`config.mk`:
```
export PLATFORM = sky130hd
export DESIGN_NAME = serial_sub
export DESIGN_NICKNAME = d
export VERILOG_FILES = /design/src/rtl/serial_sub_pkg.sv /design/src/rtl/serial_sub_digit.sv /design/src/rtl/serial_sub.sv
export SDC_FILE = /design/constraint.sdc
export NUM_CORES = 1
export LEC_CHECK = 0
export BUFFER_PORTS_ARGS = -buffer_cell sky130_fd_sc_hd__buf_4
export CORE_UTILIZATION = 48
export CTS_CLUSTER_SIZE = 8
export DETAILED_ROUTE_END_ITERATION = 16
export GPL_TIMING_DRIVEN = 0
export PLACE_DENSITY_LB_ADDON = 0.3
export SYNTH_ARGS = -nofsm -noshare
export SYNTH_HDL_FRONTEND = slang
export SYNTH_SLANG_ARGS = --single-unit
```
`constraint.sdc`:
```
create_clock -name clk -period 2.43 [get_ports clk]
set_input_delay 0.1215 -clock clk [delete_from_list [all_inputs] [get_ports clk]]
set_output_delay 0.1215 -clock clk [all_outputs]
set_load 0.05 [all_outputs]
```
`src/rtl/serial_sub_pkg.sv`:
```
// Shared types and elaboration helpers for the digit-serial subtractor.
package sub_pkg;

  typedef enum logic [1:0] {
    IDLE,
    RUN,
    DONE
  } state_t;

  // Number of digit steps needed to cover the full operand width.
  function automatic int unsigned steps(input int unsigned width, input int unsigned digit);
    return width / digit;
  endfunction

  // Step counter width; never narrower than one bit.
  function automatic int unsigned cnt_width(input int unsigned n);
    return (n <= 1) ? 1 : $clog2(n);
  endfunction

endpackage

```
`src/rtl/serial_sub_digit.sv`:
```
// Combinational DIGIT-bit ripple of full-subtractor cells.
module sub_digit #(
  parameter int unsigned DIGIT = 1
) (
  input  logic [DIGIT-1:0] x,
  input  logic [DIGIT-1:0] y,
  input  logic             bi,
  output logic [DIGIT-1:0] d,
  output logic             bo,
  output logic             bmsb
);

  logic w_c;

  // Ripple the borrow from bit 0 upwards; bmsb captures the borrow into the top bit.
  always_comb begin
    w_c  = bi;
    d    = '0;
    bmsb = 1'b0;
    for (int unsigned i = 0; i < DIGIT; i++) begin
      if (i == DIGIT - 1) begin
        bmsb = w_c;
      end
      d[i] = x[i] ^ y[i] ^ w_c;
      w_c  = (~x[i] & y[i]) | (~(x[i] ^ y[i]) & w_c);
    end
    bo = w_c;
  end

endmodule

```
`src/rtl/serial_sub.sv`:
```
// Multi-cycle subtractor: diff = a - b - bin, DIGIT bits per clock, LSB digit first.
module serial_sub
  import sub_pkg::*;
#(
  parameter int unsigned WIDTH = 8,
  parameter int unsigned DIGIT = 1
) (
  input  logic             clk,
  input  logic             rst,
  input  logic             start,
  input  logic [WIDTH-1:0] a,
  input  logic [WIDTH-1:0] b,
  input  logic             bin,
  output logic             ready,
  output logic             valid,
  output logic [WIDTH-1:0] diff,
  output logic             bout,
  output logic             ovf
);

  localparam int unsigned STEPS = steps(WIDTH, DIGIT);
  localparam int unsigned CW    = cnt_width(STEPS);

  if (WIDTH % DIGIT != 0) begin : g_bad_digit
    $error("serial_sub: WIDTH must be a multiple of DIGIT");
  end

  state_t           r_state;
  state_t           w_next;
  logic             w_ready;
  logic             w_valid;
  logic             w_accept;
  logic             w_last;

  logic [WIDTH-1:0] r_a;
  logic [WIDTH-1:0] r_b;
  logic             r_borrow;
  logic [CW-1:0]    r_count;
  logic [WIDTH-1:0] r_diff;
  logic             r_bout;
  logic             r_ovf;

  logic [DIGIT-1:0] w_x;
  logic [DIGIT-1:0] w_y;
  logic [DIGIT-1:0] w_d;
  logic             w_bo;
  logic             w_bmsb;

  assign w_accept = start && w_ready;
  assign w_last   = (r_count == CW'(STEPS - 1));

  // State register.
  always_ff @(posedge clk) begin
    if (rst) begin
      r_state <= IDLE;
    end else begin
      r_state <= w_next;
    end
  end

  // Next-state and handshake outputs.
  always_comb begin
    w_next  = r_state;
    w_ready = 1'b0;
    w_valid = 1'b0;
    case (r_state)
      IDLE: begin
        w_ready = 1'b1;
        if (start) w_next = RUN;
      end
      RUN: begin
        if (w_last) w_next = DONE;
      end
      DONE: begin
        w_ready = 1'b1;
        w_valid = 1'b1;
        w_next  = start ? RUN : IDLE;
      end
      default: w_next = IDLE;
    endcase
  end

  // Select the operand digits addressed by the step counter.
  always_comb begin
    w_x = '0;
    w_y = '0;
    for (int unsigned i = 0; i < STEPS; i++) begin
      if (r_count == CW'(i)) begin
        w_x = r_a[i*DIGIT +: DIGIT];
        w_y = r_b[i*DIGIT +: DIGIT];
      end
    end
  end

  sub_digit #(.DIGIT(DIGIT)) u_digit (
    .x    (w_x),
    .y    (w_y),
    .bi   (r_borrow),
    .d    (w_d),
    .bo   (w_bo),
    .bmsb (w_bmsb)
  );

  // Operand capture on acceptance, then one digit step per RUN cycle.
  always_ff @(posedge clk) begin
    if (rst) begin
      r_a      <= '0;
      r_b      <= '0;
      r_borrow <= 1'b0;
      r_count  <= '0;
      r_diff   <= '0;
      r_bout   <= 1'b0;
      r_ovf    <= 1'b0;
    end else if (w_accept) begin
      r_a      <= a;
      r_b      <= b;
      r_borrow <= bin;
      r_count  <= '0;
    end else if (r_state == RUN) begin
      r_borrow <= w_bo;
      r_count  <= r_count + CW'(1);
      for (int unsigned i = 0; i < STEPS; i++) begin
        if (r_count == CW'(i)) begin
          r_diff[i*DIGIT +: DIGIT] <= w_d;
        end
      end
      if (w_last) begin
        r_bout <= w_bo;
        r_ovf  <= w_bmsb ^ w_bo;
      end
    end
  end

  assign ready = w_ready;
  assign valid = w_valid;
  assign diff  = r_diff;
  assign bout  = r_bout;
  assign ovf   = r_ovf;

endmodule

```
# After elaboration in Yosys (flattened, before gate mapping)
# Cells that the tools add are included.
# op_classes
add_sub_neg	1
bitwise_logic	9
mux	24
order_cmp	0
shifts	0
n_eq_ne	11
div	0
multipliers	0
n_reduce_logical	15
# op_table
cell	n
3-bit AND reduction	8
1-bit two-way mux	21
3-bit equality test (second input constant)	4
3-bit by 2-bit equality test with 1-bit output (second input constant)	2
2-bit case mux with 3 select lines	1
2-bit two-way mux	2
2-bit inequality test (second input constant)	2
2-bit OR reduction	2
3-bit by 1-bit adder with 3-bit output (second input constant)	1
3-bit by 1-bit equality test with 1-bit output (second input constant)	1
3-bit logical NOT	1
1-bit inverter	3
1-bit bitwise XOR	3
1-bit bitwise AND	2
2-bit by 1-bit equality test with 1-bit output (second input constant)	1
2-bit equality test (second input constant)	1
2-bit logical NOT	1
2-bit AND reduction	1
2-bit nonzero test	1
1-bit logical AND	1
1-bit OR	1
# totals
mem_bits_ro	0
memories	0
out_inout_bits	12
latch_bits	0
inputBits	20
reg_bits	32
elab_cells	75
ram_bits	0

# Depth between registers and ports, before layout
# Gate-level depths: netlist (run 1).
# depth
word_depth	15
mapped_depth	11
depth_no_buf	10

# Cells and area by module
# A second synthesis (run 1) with hierarchy kept.
# hier_totals
hier_cells	197
area_unflattened_um2	1546.5
# by_module_without_submodules
module	cells_each	instances	area_each_um2	seq_area_each_um2
serial_sub	192	1	1507.7	640.6
sub_digit	5	1	38.8	0.0

# Worst setup path before layout (run 1)
# OpenSTA, ideal clock, no wires.
# synth_timing
kind	reg-to-reg
start	register r_count[0]
end	register r_diff[0] (netlist: diff[0])
required_ns	2.359
setup_slack_ns	0.098
path_buffers	1
path_stages_with_launch	11
period_less_slack_ns	2.332
setup_time_ns	0.071
arrival_ns	2.261
path_cell_list	dfxtp_1 > inv_1 > ha_1 > nor2b_2 > a221oi_1 > o22a_1 > o31ai_2 > fa_1 > clkbuf_1 > nand3_1 > a21oi_1
# synth_between
elab_chain_len	11
# synth_lines
item	line	source
from (decl)	serial_sub.sv:38	logic [CW-1:0] r_count;
from (signal assigned)	serial_sub.sv:121	r_count <= r_count + CW'(1);
3-bit logical NOT	serial_sub.sv:88	if (r_count == CW'(i)) begin
1-bit two-way mux (8 in series)	serial_sub.sv:88	
1-bit bitwise XOR * (2 in series)	serial_sub_digit.sv:24	d[i] = x[i] ^ y[i] ^ w_c;
named net u_digit.d	serial_sub_digit.sv:8	output logic [DIGIT-1:0] d,
to (signal, indexed assignment)	serial_sub.sv:124	r_diff[i*DIGIT +: DIGIT] <= w_d;
to (decl)	serial_sub.sv:39	logic [WIDTH-1:0] r_diff;
# The timed path passes the listed nets; every way through them passes the cells marked *.
# A chain may end at the register's enable or synchronous reset.

# Final worst setup path (run 1)
# layout_timing
start	register r_count[0]
end	register r_diff[4] (netlist: diff[4])
# Same word-level chain as after synthesis.

==> results.md, run 1 <==
- Hold Vio Cnt, Final: 0
- Synthesis-stage register bit count: 32
- Post-route clock period utilization: 0.952
- Slew Viols, Final: 0
- Slew @ Worst Pin: 0.567 ns
- CP required: 2.64 ns
- CTS Buf Count: 5
- Critical-path top delay cell: fa_2
- Post-Syn Nets: 212
- Delay-heaviest family, CP: adder cells
- Post-layout minimum cycle time: 2.31 ns
- Pleak: 0.803 nW
- Max-cap check violation count: 0
- N_diodes: 0
- # rows: 20
- First-pass GRT wire length: 5400 um
- Skew-Pair Late Insertion Delay: 0.33 ns
- Worst stage delay on the critical path: 0.57 ns
- Final hold slack: 0.0297 ns
- GRT Total Usage: 0.217
- Crit path depth: 9
- Routed vias: 1381
- Share of cells above drive strength 1: 0.314
- Vias in the first global route: 1199
- Layout area overhead: 27.7%
- Drt drc: 0
- Synth Cell Area: 0.00153 mm^2
- Rel. slew slack: 0.622
- Total wire length: 3240 um
- PortBufs: 31
- Crit path from: r_count[0]$_SDFFE_PP0P_
- Post-detail-place hpwl: 2300 um
- Placed inst area: 0.00182 mm^2
- CTS tree: yes
- Maximum buffer depth of the clock tree: 2
- I/O pins: 32
- F_max: 432 MHz
- Post-synthesis sequential area ratio: 0.418
- Hold path cells: 3
- Total gr overflow: 0
- R2R setup slack: 0.12 ns
- Via density: 5.11
- Reg-to-Reg End: diff[4]$_SDFFE_PP0P_
- Max VDD drop: 322 uV
- Yosys cell types: 33
- Largest net degree at the start of global routing: 11
- Hold Crit Start: b[5]
- RSZ-0062 raised after global routing: true
- Core area: 0.00303 mm^2
- Critical path buffer and inverter count: 0
- Cells on worst reg2reg path: 9
- Worst Clk Skew: 0.00419 ns
- Total Nets Final: 253
- Cell count after synthesis: 185
- H-tree levels: 2
- Yosys warns: 0
- Last element of the critical path: diff[4]$_SDFFE_PP0P_
- Drt first pass iters: 4
- Initial DRC count: 64
- Chip height: 58.5 um
- Clk root buf: clkbuf_4
- Clock Sinks: 32
- Outcome: completed
- Data arrival, critical path: 2.53 ns
- Hold WC Path Type: in -> reg
- Register clock-pin slew on the reported worst setup and hold paths: 0.09 ns
- Final count of negative-setup-slack endpoints: 0
- Design Area, Final: 0.00196 mm^2
- WL per Instance: 12.0 um
- Cell Pwr Density: 547 mW/mm^2
- Antenna violations before repair: 0
- Critical path launch point type: flip-flop
- CP Cell Sequence: ha_2, ha_4, nor2_2, o21ai_0, o22a_1, o31ai_2, fa_2, mux2i_1, nor2_1
- Setup tns final: 0 ns
- Pre-CTS setup slack: -0.278 ns
- Die Wd: 58.5 um
- Worst Setup Path Type: reg -> reg
- Final antenna-violating net count: 0
- Avg Synthesized Cell Area: 8.28 um^2
- Final worst-path setup slack: 0.116 ns
- Crit. End Element: flip-flop
- Initial Utilization: 0.506
- Routability cong.: 0.844
- Reg2reg start: r_count[0]$_SDFFE_PP0P_
- DIE AREA: 0.00342 mm^2
- Worst Path Max Fanout: 8
==> power breakdown <==
group          internal (W)  switching [W]
logic              0.000105       0.000125
clock network      0.000106       0.000167
registers          0.000548      0.0000179
total              0.000760       0.000310
==> per-stage QoR <==
step,std cells,power (W),util
2_1_floorplan,185,0.000721,-
3_3_place_gp,260,0.000785,0.601
3_5_place_dp,260,0.000788,0.601
4_1_cts,267,0.00107,0.620
5_1_grt,270,0.00113,0.646
6_report,270,0.00107,0.646
==> timing repair <==
action | in CTS | in global routing
hold buffers | 1 | 0
setup buffers | 0 | 3
pin swaps | 1 | 4
hold endpoints to repair | 2 | 0
gates resized for setup | 3 | 21
endpoints found under the setup margin | 10 | 10
==> tightest hold or removal path, stage by stage <==
cell     delay (ns)
buf_4          0.11
nand2_1        0.04
a21oi_1        0.05
==> cell families after synthesis <==
kind of cell               Yosys count  synth area share
DFF                                 32             0.418
and+or+nand+nor                     78             0.227
buffers and inverters               20            0.0719
muxes                                3            0.0196
adders and majority gates            7            0.0621
AOI/OAI and AO/OA                   43             0.190
xor gates and xnor gates             2            0.0114
==> sequential cells by signal, indices dropped and copies added (netlist names) <==
register and count:
diff 8, r_a 8, r_b 8, r_count 3
r_state 2, bout 1, ovf 1, r_borrow 1
==> cell usage after synthesis <==
| library cell | n | area (um^2) |
|---|---|---|
| nand2_1 | 45 | 169 |
| dfxtp_1 | 32 | 641 |
| a21oi_1 | 27 | 135 |
| nand3_1 | 11 | 55.1 |
| nor2_1 | 11 | 41.3 |
| inv_1 | 7 | 26.3 |
| ha_1 | 6 | 75.1 |
| buf_2 | 4 | 20.0 |
| clkbuf_1 | 4 | 15.0 |
| buf_4 | 3 | 22.5 |
| mux2i_1 | 3 | 30.0 |
| o21ai_0 | 3 | 15.0 |
| a2111oi_2 | 2 | 30.0 |
| a221oi_2 | 2 | 30.0 |
| nand2b_1 | 2 | 12.5 |
| nor2b_1 | 2 | 12.5 |
| nor2b_2 | 2 | 17.5 |
| nor3_1 | 2 | 10.0 |
| o21ai_1 | 2 | 10.0 |
| xnor2_1 | 2 | 17.5 |
| a21boi_0 | 1 | 7.51 |
| a21oi_2 | 1 | 8.76 |
| a221oi_1 | 1 | 8.76 |
| a311oi_2 | 1 | 15.0 |
| buf_6 | 1 | 11.3 |
| buf_8 | 1 | 15.0 |
| fa_1 | 1 | 20.0 |
| nand3b_1 | 1 | 7.51 |
| nor3_2 | 1 | 10.0 |
| nor3b_2 | 1 | 12.5 |
| o22a_1 | 1 | 8.76 |
| o2bb2ai_1 | 1 | 8.76 |
| o31ai_2 | 1 | 12.5 |
==> cells in the final DEF, fill, tap and decap left out, types with 2 or more instances in the layout <==
cell,n
nand2_1,45
buf_4,37
dfxtp_1,29
a21oi_1,27
nand3_1,11
nor2_1,10
clkbuf_4,6
inv_1,4
clkbuf_1,4
inv_2,3
buf_6,3
o21ai_0,3
mux2i_1,3
ha_1,3
nor2b_1,2
a221oi_2,2
o21ai_1,2
nand2b_1,2
nor3_1,2
a2111oi_2,2
xnor2_1,2
ha_4,2
dfxtp_4,2
==> layout make-up <==
type,instances,area (um^2)
timing repair buffer,35,265
fill,286,1070
tap,44,55.1
inverter,7,26.3
sequential,32,649
clock buffer,6,41.3
multi-input combinational,133,818
clock inverter,1,5.00
buffer,12,95.1
==> metal layers <==
layer / part of all wire / wire length (um) / global-route usage / vias up
li1: - / - / - / 703
met1: 0.47 / 1540 / 0.280 / 641
met2: 0.47 / 1510 / 0.338 / 30
met3: 0.045 / 145 / 0.0593 / 7
met4: 0.015 / 48 / 0.0986 / 0
met5: 0 / 0 / 0 / -
==> how the worst min path moves through the flow <==
stage and to:
2_1_floorplan r_borrow$_SDFFE_PP0P_, 3_3_place_gp r_borrow$_SDFFE_PP0P_, 3_5_place_dp r_borrow$_SDFFE_PP0P_, 4_1_cts r_a[7]$_SDFFE_PP0P_
5_1_grt r_b[0]$_SDFFE_PP0P_, 6_report r_b[5]$_SDFFE_PP0P_
Power figures use the tool's default switching activity.
==> run 2: changes to the inputs <==
--- a/config.mk
+++ b/config.mk
@@ -10,7 +10,7 @@
 export CTS_CLUSTER_SIZE = 8
 export DETAILED_ROUTE_END_ITERATION = 16
 export GPL_TIMING_DRIVEN = 0
-export PLACE_DENSITY_LB_ADDON = 0.3
+export PLACE_DENSITY = 0.74
 export SYNTH_ARGS = -nofsm -noshare
 export SYNTH_HDL_FRONTEND = slang
 export SYNTH_SLANG_ARGS = --single-unit
==> results.md, run 2 (same netlist as run 1, synthesis figures left out) <==
- Antenna violations before repair: 0 (unchanged)
- Worst Setup Path Type: reg -> reg (unchanged)
- Post-route insts no fill: 270 (unchanged)
- Setup tns final: 0 ns (unchanged)
- Met2 Resource Use GR: 0.368 (was 0.338)
- Cells on worst reg2reg path: 10 (was 9)
- Share of cells above drive strength 1: 0.319 (was 0.314)
- Pleak: 0.812 nW (was 0.803 nW)
- Routability cong.: 0.862 (was 0.844)
- Placed instance count: 260 (unchanged)
- Initial DRC count: 54 (was 64)
- Final antenna-violating net count: 0 (unchanged)
- Hold Vio Cnt, Final: 0 (unchanged)
- Post-detail-place hpwl: 2560 um (was 2300 um)
- Met1 Use GR: 0.290 (was 0.280)
- Total gr overflow: 0 (unchanged)
- Final count of negative-setup-slack endpoints: 0 (unchanged)
- Data arrival, critical path: 2.62 ns (was 2.53 ns)
- Largest net degree at the start of global routing: 11 (unchanged)
- FF+latch area: 649 um^2 (unchanged)
- DIE AREA: 0.00342 mm^2 (unchanged)
- Layout area overhead: 29.7% (was 27.7%)
- Chip height: 58.5 um (unchanged)
- Reg2reg start: r_count[1]$_SDFFE_PP0P_ (was r_count[0]$_SDFFE_PP0P_)
- Worst Clk Skew: 0.00810 ns (was 0.00419 ns)
- Clock Sinks: 32 (unchanged)
- Reg-to-Reg End: diff[4]$_SDFFE_PP0P_ (unchanged)
- N_diodes: 0 (unchanged)
- GRT busiest layer: met2 (unchanged)
- Critical path launch point type: flip-flop (unchanged)
- GRT Total Usage: 0.232 (was 0.217)
- Total wire length: 3640 um (was 3240 um)
- WL per Instance: 13.5 um (was 12.0 um)
- Slew @ Worst Pin: 0.566 ns (was 0.567 ns)
- CTS tree: yes (unchanged)
- Fin util: 0.656 (was 0.646)
- PortBufs: 31 (unchanged)
- Area of the multi-input gates: 841 um^2 (was 818 um^2)
- Last element of the critical path: diff[4]$_SDFFE_PP0P_ (unchanged)
- Initial Utilization: 0.506 (unchanged)
- Hold WC Path Type: in -> reg (unchanged)
- Clk root buf: clkbuf_4 (unchanged)
- RSZ-0062 raised after global routing: true (unchanged)
- Slew Viols, Final: 0 (unchanged)
- Worst Path Max Fanout: 8 (unchanged)
- Commonest non-fill, non-tap cell in the layout: nand2_1 (unchanged)
- Routed vias: 1383 (was 1381)
- Crit path from: r_count[1]$_SDFFE_PP0P_ (was r_count[0]$_SDFFE_PP0P_)
- Post-route clock period utilization: 0.985 (was 0.952)
- Post-layout minimum cycle time: 2.39 ns (was 2.31 ns)
- Drt first pass iters: 4 (unchanged)
- Register clock-pin slew on the reported worst setup and hold paths: 0.10 ns (was 0.09 ns)
- Final hold slack: 0.0228 ns (was 0.0297 ns)
- CTS Buf Count: 5 (unchanged)
- CP required: 2.65 ns (was 2.64 ns)
- Rel. slew slack: 0.622 (about the same)
- Max VDD drop: 329 uV (was 322 uV)
- Crit. End Element: flip-flop (unchanged)
- I/O pins: 32 (unchanged)
- Filler cells: 268 (was 286)
- Core area: 0.00303 mm^2 (unchanged)
- Via density: 5.12 (was 5.11)
- # rows: 20 (unchanged)
- Most frequent cells in the layout: 45 x nand2_1, 36 x buf_4, 29 x dfxtp_1 (was 45 x nand2_1, 37 x buf_4, 29 x dfxtp_1)
- Vias in the first global route: 1327 (was 1199)
- GRT met3 Usage: 0.0637 (was 0.0593)
- Outcome: completed (unchanged)
- F_max: 418 MHz (was 432 MHz)
- Drt drc: 0 (unchanged)
- First-pass GRT wire length: 5850 um (was 5400 um)
- Skew-Pair Late Insertion Delay: 0.34 ns (was 0.33 ns)
- Total Power: 0.00113 W (was 0.00107 W)
- Total Nets Final: 252 (was 253)
- R2R setup slack: 0.04 ns (was 0.12 ns)
- Die Wd: 58.5 um (unchanged)
- H-tree levels: 2 (unchanged)
- Cell Pwr Density: 568 mW/mm^2 (was 547 mW/mm^2)
- Maximum buffer depth of the clock tree: 2 (unchanged)
- Max-cap check violation count: 0 (unchanged)
run 2: through the flow:
| stage | instance area, um^2 | setup slack [ns] |
|---|---|---|
| 6_report | 1990 | 0.0355 |
| 5_1_grt | 1990 | -0.0843 |
| 4_1_cts | 1900 | 0.0277 |
| 3_5_place_dp | 1820 | -0.229 |
| 3_3_place_gp | 1820 | -0.180 |
| 2_1_floorplan | 1530 | 0.0981 |
run 2: area by class of cell:
type	count	area share
Tap cell	44	0.0277
Clock buffer	8	0.0296
Sequential cell	32	0.327
Inverter	7	0.0145
Timing Repair Buffer	34	0.130
Buffer	12	0.0479
Multi-Input combinational cell	133	0.423
run 2: worst max-delay path, cell delays in order, from the launching register on:
cell,delay (ns)
dfxtp_2,0.38
inv_4,0.06
ha_4,0.15
buf_6,0.13
nand3b_1,0.21
o2bb2ai_2,0.17
o21ai_2,0.07
a221oi_2,0.30
fa_2,0.56
mux2i_1,0.19
nor2_1,0.05
run 2: metal layers:
layer  vias up  part of all wire  routed length (um)
met5         -                 0                   0
met4         0             0.016                  59
met3         9             0.057                 208
met2        36              0.47                1720
met1       636              0.46                1660
li1        702                 -                   -
run 2: timing repair:
item / in CTS / in global routing
hold buffers: 1 / 0
pin swaps: 3 / 5
hold endpoints to repair: 2 / 0
setup endpoints to repair: 10 / 9
gates resized for setup: 8 / 19
buffers inserted: 0 / 2
run 2: worst min-delay path by stage:
stage / startpoint / endpoint / cells past startpoint
after CTS: b[3] / r_b[3]$_SDFFE_PP0P_ / 3
after detailed placement: rst / r_borrow$_SDFFE_PP0P_ / 2
after global placement: rst / r_borrow$_SDFFE_PP0P_ / 2
final: b[2] / r_b[2]$_SDFFE_PP0P_ / 3
after floorplan: rst / r_borrow$_SDFFE_PP0P_ / 1
after global routing: b[7] / r_b[7]$_SDFFE_PP0P_ / 3
run 2: power breakdown:
part / switching, W / internal (W) / leakage, nW
combinational: 0.000131 / 0.000106 / 0.516
clock: 0.000181 / 0.000143 / 0.0326
sequential: 0.0000188 / 0.000548 / 0.263
